--- src/rtl/mips_mul_pkg.sv ---
// Shared definitions for the iterative multiplier and the HI/LO stage that consumes it.
// Signal codes are common to both sides of the HI/LO write port.
package mips_mul_pkg;

  localparam int WIDTH = 32;
  localparam int CNT_W = $clog2(WIDTH) + 1;

  localparam logic [5:0] MULTU_out = 6'b111111;
  localparam logic [5:0] MADDU_out = 6'b111110;
  localparam logic [5:0] SIG_NONE  = 6'b000000;

  typedef enum logic [1:0] {
    IDLE = 2'd0,
    RUN  = 2'd1,
    DONE = 2'd2
  } state_t;

  // op = 1 selects accumulate into HI/LO, op = 0 selects load.
  function automatic logic [5:0] sig_code(input logic op);
    return op ? MADDU_out : MULTU_out;
  endfunction

endpackage

--- src/rtl/mul_seq_if.sv ---
// Request/result bundle between the execute stage (master) and mul_seq (slave).
interface mul_seq_if;
  import mips_mul_pkg::*;

  // Handshake: a request (start with op/SrcA/SrcB) is taken on a rising edge only
  // while busy = 0; the master holds it until it sees busy = 0. Results are
  // announced by a one-cycle non-zero Signal with MULAns valid in that cycle.
  logic                 start;
  logic                 op;
  logic [WIDTH-1:0]     SrcA;
  logic [WIDTH-1:0]     SrcB;
  logic                 kill;
  logic                 busy;
  logic [2*WIDTH-1:0]   MULAns;
  logic [5:0]           Signal;

  modport master (
    output start, op, SrcA, SrcB, kill,
    input  busy, MULAns, Signal
  );

  modport slave (
    input  start, op, SrcA, SrcB, kill,
    output busy, MULAns, Signal
  );

endinterface

--- src/rtl/mul_step.sv ---
// One shift-add iteration: add the multiplicand when the multiplier LSB is set,
// then shift the 65-bit {carry, acc_hi, mplier} right by one.
module mul_step
  import mips_mul_pkg::*;
(
  input  logic [WIDTH-1:0] acc_hi,
  input  logic [WIDTH-1:0] mplier,
  input  logic [WIDTH-1:0] mcand,
  output logic [WIDTH-1:0] acc_nxt,
  output logic [WIDTH-1:0] mplier_nxt
);

  logic [WIDTH:0] sum;

  always_comb begin
    // 33-bit sum so the carry out lands in the top bit of the new acc_hi.
    sum        = {1'b0, acc_hi} + (mplier[0] ? {1'b0, mcand} : {(WIDTH+1){1'b0}});
    acc_nxt    = sum[WIDTH:1];
    mplier_nxt = {sum[0], mplier[WIDTH-1:1]};
  end

endmodule

--- src/rtl/mul_seq.sv ---
// Iterative 32x32 unsigned multiplier feeding HI/LO: one product bit per cycle,
// 33 cycles from accept to the one-cycle Signal pulse.
module mul_seq
  import mips_mul_pkg::*;
(
  input  logic       clk,
  input  logic       reset,
  mul_seq_if.slave   bus,
  output state_t     state_dbg
);

  state_t              state;
  logic [WIDTH-1:0]    mcand;
  logic [WIDTH-1:0]    mplier;
  logic [WIDTH-1:0]    acc_hi;
  logic [CNT_W-1:0]    count;
  logic                op_r;
  logic                busy_r;
  logic [2*WIDTH-1:0]  ans_r;
  logic [5:0]          sig_r;

  logic [WIDTH-1:0]    acc_nxt;
  logic [WIDTH-1:0]    mplier_nxt;

  mul_step u_step (
    .acc_hi     (acc_hi),
    .mplier     (mplier),
    .mcand      (mcand),
    .acc_nxt    (acc_nxt),
    .mplier_nxt (mplier_nxt)
  );

  always_ff @(posedge clk or negedge reset) begin
    if (!reset) begin
      state  <= IDLE;
      mcand  <= '0;
      mplier <= '0;
      acc_hi <= '0;
      count  <= '0;
      op_r   <= 1'b0;
      busy_r <= 1'b0;
      ans_r  <= '0;
      sig_r  <= SIG_NONE;
    end else begin
      case (state)
        IDLE: begin
          sig_r <= SIG_NONE;
          // kill wins over a coincident start.
          if (bus.start && !bus.kill) begin
            mcand  <= bus.SrcA;
            mplier <= bus.SrcB;
            op_r   <= bus.op;
            acc_hi <= '0;
            count  <= '0;
            busy_r <= 1'b1;
            state  <= RUN;
          end
        end
        RUN: begin
          if (bus.kill) begin
            busy_r <= 1'b0;
            state  <= IDLE;
          end else begin
            acc_hi <= acc_nxt;
            mplier <= mplier_nxt;
            count  <= count + 1'b1;
            if (count == CNT_W'(WIDTH - 1)) begin
              // Last iteration: the step outputs already form the full product.
              ans_r <= {acc_nxt, mplier_nxt};
              sig_r <= sig_code(op_r);
              state <= DONE;
            end
          end
        end
        DONE: begin
          sig_r  <= SIG_NONE;
          busy_r <= 1'b0;
          state  <= IDLE;
        end
        default: begin
          sig_r  <= SIG_NONE;
          busy_r <= 1'b0;
          state  <= IDLE;
        end
      endcase
    end
  end

  assign bus.busy   = busy_r;
  assign bus.MULAns = ans_r;
  assign bus.Signal = sig_r;
  assign state_dbg  = state;

endmodule
--- src/flat_wrapper.sv ---
// flat-port wrapper written by rule: the top's interface ports become plain ports
module mul_seq_flat import mips_mul_pkg::*;
  (clk, reset, state_dbg, bus_start, bus_op, bus_SrcA, bus_SrcB, bus_kill, bus_busy, bus_MULAns, bus_Signal);
  mul_seq_if bus_i ();
  input  logic clk;
  input  logic reset;
  output state_t state_dbg;
  input wire logic [$bits(bus_i.start)-1:0] bus_start;
  input wire logic [$bits(bus_i.op)-1:0] bus_op;
  input wire logic [$bits(bus_i.SrcA)-1:0] bus_SrcA;
  input wire logic [$bits(bus_i.SrcB)-1:0] bus_SrcB;
  input wire logic [$bits(bus_i.kill)-1:0] bus_kill;
  output wire logic [$bits(bus_i.busy)-1:0] bus_busy;
  output wire logic [$bits(bus_i.MULAns)-1:0] bus_MULAns;
  output wire logic [$bits(bus_i.Signal)-1:0] bus_Signal;
  assign bus_i.start = bus_start;
  assign bus_i.op = bus_op;
  assign bus_i.SrcA = bus_SrcA;
  assign bus_i.SrcB = bus_SrcB;
  assign bus_i.kill = bus_kill;
  assign bus_busy = bus_i.busy;
  assign bus_MULAns = bus_i.MULAns;
  assign bus_Signal = bus_i.Signal;
  mul_seq u_core (.clk(clk), .reset(reset), .bus(bus_i), .state_dbg(state_dbg));
endmodule
--- config.mk ---
export PLATFORM = sky130hd
export DESIGN_NAME = mul_seq_flat
export DESIGN_NICKNAME = d
export VERILOG_FILES = /design/src/rtl/mips_mul_pkg.sv /design/src/rtl/mul_seq_if.sv /design/src/rtl/mul_step.sv /design/src/rtl/mul_seq.sv /design/src/flat_wrapper.sv
export SDC_FILE = /design/constraint.sdc
export NUM_CORES = 1
export LEC_CHECK = 0
export CORE_MARGIN = 8
export CORE_UTILIZATION = 50
export CTS_CLUSTER_SIZE = 10
export DETAILED_ROUTE_END_ITERATION = 12
export GPL_TIMING_DRIVEN = 0
export MAX_ROUTING_LAYER = met4
export PLACE_DENSITY = 0.75
export SLEW_MARGIN = 30
export SYNTH_ARGS = -nofsm -noshare
export SYNTH_HDL_FRONTEND = slang
export SYNTH_SLANG_ARGS = --single-unit
--- constraint.sdc ---
create_clock -name clk -period 8 [get_ports clk]
set_clock_uncertainty 0.2 [all_clocks]
set_input_delay 2 -clock clk [delete_from_list [all_inputs] [get_ports clk]]
set_output_delay 2 -clock clk [all_outputs]
set_load 0.01 [all_outputs]
==> impl_results.html <==
<table>
<tr><th>Metric</th><th>Value</th></tr>
<tr><th colspan="2">Timing</th></tr>
<tr><td>Final Cycle Share</td><td>0.5190</td></tr>
<tr><td>Final total negative setup slack</td><td>0 ns</td></tr>
<tr><td>Count of endpoints failing setup in the final report</td><td>0</td></tr>
<tr><td>Final count of hold timing violations</td><td>0</td></tr>
<tr><td>Unrepaired setup endpoints after global routing</td><td>false</td></tr>
<tr><td>Maximum clock frequency</td><td>240.8 MHz</td></tr>
<tr><td>Period minus WS final</td><td>4.152 ns</td></tr>
<tr><td>Remaining max-slew budget at the tightest pin</td><td>0.5506</td></tr>
<tr><td>Worst-Margin Slew</td><td>0.6670 ns</td></tr>
<tr><td>Worst path setup slack after routing</td><td>3.848 ns</td></tr>
<tr><td>Final Slew Violations</td><td>0</td></tr>
<tr><td>Worst-case hold slack</td><td>0.2748 ns</td></tr>
<tr><th colspan="2">Pwr</th></tr>
<tr><td>P_int</td><td>1.673 mW</td></tr>
<tr><td>Worst ir drop on vdd</td><td>0.1635 mV</td></tr>
<tr><td>Post-layout total power</td><td>2.462 mW</td></tr>
<tr><td>Combinational Power Share</td><td>0.240</td></tr>
<tr><td>Net switching component of the power</td><td>788.7 uW</td></tr>
<tr><td>Net Sw Frac</td><td>0.3204</td></tr>
<tr><td>Sequential group share of total power</td><td>0.422</td></tr>
<tr><td>Static Leak</td><td>5.263 nW</td></tr>
<tr><td>Relative contribution of the clock network to total power</td><td>0.337</td></tr>
<tr><td>Areal power density over the cells</td><td>217.9 mW/mm^2</td></tr>
<tr><th colspan="2">Setup path</th></tr>
<tr><td>Critical Path Max Stage Delay</td><td>0.57 ns</td></tr>
<tr><td>Critical-path top delay cell</td><td>sky130_fd_sc_hd__clkdlybuf4s50_1</td></tr>
<tr><td>Largest fanout on the critical path</td><td>10</td></tr>
<tr><td>Data arrival time of the critical path</td><td>around 4.3 ns</td></tr>
<tr><td>Worst setup SP type</td><td>input port</td></tr>
<tr><td>Kind of critical path</td><td>in2reg</td></tr>
<tr><td>Crit-path leading delay family</td><td>buffers and inverters</td></tr>
<tr><td>Setup slack on the worst flop-to-flop path</td><td>between 4 and 5 ns</td></tr>
<tr><td>Crit path buffers/inverters</td><td>2</td></tr>
<tr><td>Depth of the most critical reg-to-reg path</td><td>11</td></tr>
<tr><td>Worst Setup End Kind</td><td>flip-flop</td></tr>
<tr><td>R2r startpoint</td><td>u_core.mplier[0]</td></tr>
<tr><td>Critical path startpoint</td><td>bus_kill</td></tr>
<tr><td>Worst EP required</td><td>a little over 8 ns</td></tr>
<tr><td>Worst r2r dst</td><td>u_core.bus.MULAns[59]</td></tr>
<tr><td>Sequence of cells on the critical path</td><td>clkdlybuf4s50_1 &gt; nor2_1 &gt; nand2_1 &gt; nor2_2 &gt; clkbuf_1 &gt; mux2_2</td></tr>
<tr><th colspan="2">CTS</th></tr>
<tr><td>Source-to-sink clock delay at the later pin of the worst-skew pair</td><td>0.43 ns</td></tr>
<tr><td>Post CTS Setup Buffer Count</td><td>0</td></tr>
<tr><td>Number of buffers created by CTS</td><td>17</td></tr>
<tr><td>Post-cts repair resize count</td><td>0</td></tr>
<tr><td>CTS tree</td><td>built</td></tr>
<tr><td># clock sinks</td><td>around 170</td></tr>
<tr><td>Number of hold buffers added after CTS</td><td>0</td></tr>
<tr><td>Bufs on Longest Clock Path</td><td>2</td></tr>
<tr><td>Clock root cell</td><td>sky130_fd_sc_hd__clkbuf_16</td></tr>
<tr><td>Clock transition at the registers of the reported paths</td><td>0.07 ns</td></tr>
<tr><td># H-tree levels</td><td>4</td></tr>
<tr><th colspan="2">Run</th></tr>
<tr><td>Maximum capacitance violations</td><td>0</td></tr>
<tr><th colspan="2">Synth</th></tr>
<tr><td>Synth async-reset ratio</td><td>1.000</td></tr>
<tr><td>Sequential share of the synthesized area</td><td>0.4812</td></tr>
<tr><td>Post-Synthesis Cell Area</td><td>0.008945 mm^2</td></tr>
<tr><td>Synthesis-stage register bit count</td><td>172</td></tr>
<tr><td>Main synth FF type</td><td>sky130_fd_sc_hd__dfrtp_1</td></tr>
<tr><td>Synthesized instance count</td><td>891</td></tr>
<tr><td>Mean Syn Cell Area</td><td>10.04 um^2</td></tr>
<tr><td>Warning count from the yosys run</td><td>0</td></tr>
<tr><td>Number of distinct library cell variants in the gate-level netlist after synthesis</td><td>65</td></tr>
<tr><td>Number of enable flip-flop cells after synthesis</td><td>0</td></tr>
<tr><td>Synthesized Nets</td><td>roughly 990</td></tr>
<tr><th colspan="2">Placed design</th></tr>
<tr><td>Cell count after placement</td><td>1,263</td></tr>
<tr><td>HPWL after detailed placement</td><td>about 17,000 um</td></tr>
<tr><td>Post-placement setup slack</td><td>roughly 3.4 ns</td></tr>
<tr><td>Port buffer count</td><td>141</td></tr>
<tr><td>GPL Wtd Cong</td><td>0.9050</td></tr>
<tr><td>Post-Place Cell Area</td><td>about 0.011 mm^2</td></tr>
<tr><th colspan="2">Die</th></tr>
<tr><td>Width of the die</td><td>149.8 um</td></tr>
<tr><td>Area of the core</td><td>0.01778 mm^2</td></tr>
<tr><td>Io pins</td><td>roughly 140</td></tr>
<tr><td>Placement Rows</td><td>49</td></tr>
<tr><td>Vertical extent of the die</td><td>about 150 um</td></tr>
<tr><td>Die footprint</td><td>0.02243 mm^2</td></tr>
<tr><td>Starting Density</td><td>0.5031</td></tr>
<tr><th colspan="2">Detailed routing</th></tr>
<tr><td>First-iteration detailed-routing DRC count</td><td>around 520</td></tr>
<tr><td>Total routed wirelength</td><td>22,700 um</td></tr>
<tr><td>Number of DRC violations after detailed routing</td><td>0</td></tr>
<tr><td>Antenna Nets Post-Route</td><td>0</td></tr>
<tr><td>Detailed-route vias per instance</td><td>5.496</td></tr>
<tr><td>WL per Instance</td><td>17.53 um</td></tr>
<tr><td>Routed vias</td><td>7,117</td></tr>
<tr><td>Detailed-router iteration count before antenna repair</td><td>5</td></tr>
<tr><th colspan="2">Finish</th></tr>
<tr><td>Final core occ</td><td>0.6355</td></tr>
<tr><td>Finished Cell Area</td><td>0.01130 mm^2</td></tr>
<tr><td>Final net count</td><td>roughly 1,200</td></tr>
<tr><td>Share of final-layout standard cells stronger than drive strength 1</td><td>0.1248</td></tr>
<tr><td>Diodes inserted</td><td>0</td></tr>
<tr><td>Non-Filler Instances</td><td>1,295</td></tr>
<tr><td>Syn-to-layout area delta</td><td>26.33%</td></tr>
<tr><th colspan="2">Global route</th></tr>
<tr><td>Vias in the first global route</td><td>7,263</td></tr>
<tr><td>Initial antenna violation count</td><td>0</td></tr>
<tr><td>Residual overflow from global routing</td><td>0</td></tr>
<tr><td>Pin count of the biggest net entering global routing</td><td>84</td></tr>
<tr><td>First-pass GRT wire length</td><td>37,290 um</td></tr>
<tr><td>GRT Total Usage</td><td>0.2138</td></tr>
<tr><th colspan="2">Hold path</th></tr>
<tr><td>Source of the worst hold timing path</td><td>u_core.bus.MULAns[40]</td></tr>
<tr><td>Endpoint of the worst hold path</td><td>u_core.bus.MULAns[40]</td></tr>
<tr><td>Hold WC Path Type</td><td>reg2reg</td></tr>
<tr><td>Worst hold path depth</td><td>2</td></tr>
<tr><th colspan="2">Outcome</th></tr>
<tr><td>Status</td><td>complete, no violations</td></tr>
</table>
cell families after synthesis:
group           Yosys count  synth area share
simple gates            333            0.1665
compound gates          175            0.1400
flops                   172            0.4812
mux                      83           0.09987
buf+inv                  64           0.03469
fa+ha+maj                34           0.04840
xor+xnor                 30           0.02937
area by class of cell:
| cell class | count | area [um^2] |
|---|---|---|
| inverters | 5 | 18.77 |
| plain buffers | 59 | 291.5 |
| clock buffers | 17 | 425.4 |
| multi-input cells | 655 | 4333 |
| well taps | 229 | 286.5 |
| flip-flops and latches | 172 | 4304 |
| repair buffers | 143 | 1471 |
| fillers | 1468 | 6480 |
| clock inverters | 15 | 168.9 |
worst reg2reg max path: stages (launching register included):
cell and delay, ns:
sky130_fd_sc_hd__dfrtp_1 0.47, sky130_fd_sc_hd__clkbuf_1 0.25, sky130_fd_sc_hd__and2_1 0.20, sky130_fd_sc_hd__ha_1 0.21, sky130_fd_sc_hd__fa_1 0.44, sky130_fd_sc_hd__a211oi_1 0.30
sky130_fd_sc_hd__o21ai_1 0.20, sky130_fd_sc_hd__a21oi_2 0.37, sky130_fd_sc_hd__a31oi_4 0.19, sky130_fd_sc_hd__a31oi_4 0.27, sky130_fd_sc_hd__xnor2_1 0.12, sky130_fd_sc_hd__mux2_2 0.28
worst max-delay path by stage:
stage / cells past startpoint / slack, ns / end
floorplan: 5 / 4.43 / u_core.mcand[26]
CTS: 6 / 3.84 / u_core.mcand[26]
global placement: 1 / -2.40 / u_core.bus.MULAns[54]
global route: 6 / 3.65 / u_core.mcand[26]
detailed placement: 6 / 3.40 / u_core.mcand[27]
finish: 6 / 3.85 / u_core.mcand[26]
cell usage after synthesis, types with 12 or more instances:
cell type	n	area, um^2
sky130_fd_sc_hd__buf_2	17	85.08
sky130_fd_sc_hd__a21oi_1	34	170.2
sky130_fd_sc_hd__o21ai_0	52	260.3
sky130_fd_sc_hd__nand3_1	16	80.08
sky130_fd_sc_hd__and2_1	34	212.7
sky130_fd_sc_hd__mux2_2	46	518.0
sky130_fd_sc_hd__mux2i_1	36	360.4
sky130_fd_sc_hd__xor2_1	12	105.1
sky130_fd_sc_hd__dfrtp_1	172	4304
sky130_fd_sc_hd__ha_1	33	412.9
sky130_fd_sc_hd__nor2_1	30	112.6
sky130_fd_sc_hd__nand4_1	13	81.33
sky130_fd_sc_hd__clkbuf_1	30	112.6
sky130_fd_sc_hd__a22o_1	27	236.5
sky130_fd_sc_hd__nand2_1	206	773.2
sky130_fd_sc_hd__xnor2_1	18	157.7
power by group through the flow:
stage | registers (mW) | clock network (mW) | logic [mW]
6_report | 1.04 | 0.831 | 0.592
5_1_grt | 1.05 | 0.878 | 0.658
4_1_cts | 1.04 | 0.842 | 0.592
3_5_place_dp | 1.05 | 0 | 0.587
3_3_place_gp | 1.05 | 0 | 0.571
2_1_floorplan | 1.03 | 0 | 0.422
state kept, by name, summed over array words and instances, names as in the netlist:
register           count
u_core.count           6
u_core.bus.busy        1
u_core.state_dbg       2
u_core.op_r            1
u_core.acc_hi         32
u_core.mcand          32
u_core.mplier         32
u_core.bus.Signal      2
u_core.bus.MULAns     64
cells in the final DEF (no fill, tap or decap), types with 27 or more instances in the layout:
| cell | n |
|---|---|
| sky130_fd_sc_hd__o21ai_0 | 52 |
| sky130_fd_sc_hd__mux2_2 | 46 |
| sky130_fd_sc_hd__ha_1 | 33 |
| sky130_fd_sc_hd__mux2i_1 | 36 |
| sky130_fd_sc_hd__nor2_1 | 29 |
| sky130_fd_sc_hd__a22o_1 | 27 |
| sky130_fd_sc_hd__dfrtp_1 | 172 |
| sky130_fd_sc_hd__and2_1 | 34 |
| sky130_fd_sc_hd__a21oi_1 | 34 |
| sky130_fd_sc_hd__clkbuf_1 | 30 |
| sky130_fd_sc_hd__clkdlybuf4s50_1 | 140 |
| sky130_fd_sc_hd__nand2_1 | 206 |
layer usage:
layer,track usage,vias up,wire (um)
met3,0.04052,22,1305
met4,0.05747,0,285
met2,0.3365,167,10610
li1,-,3435,-
met1,0.2793,3493,10510
met5,-,-,0
Note: power is estimated with default switching activity, not from simulation.
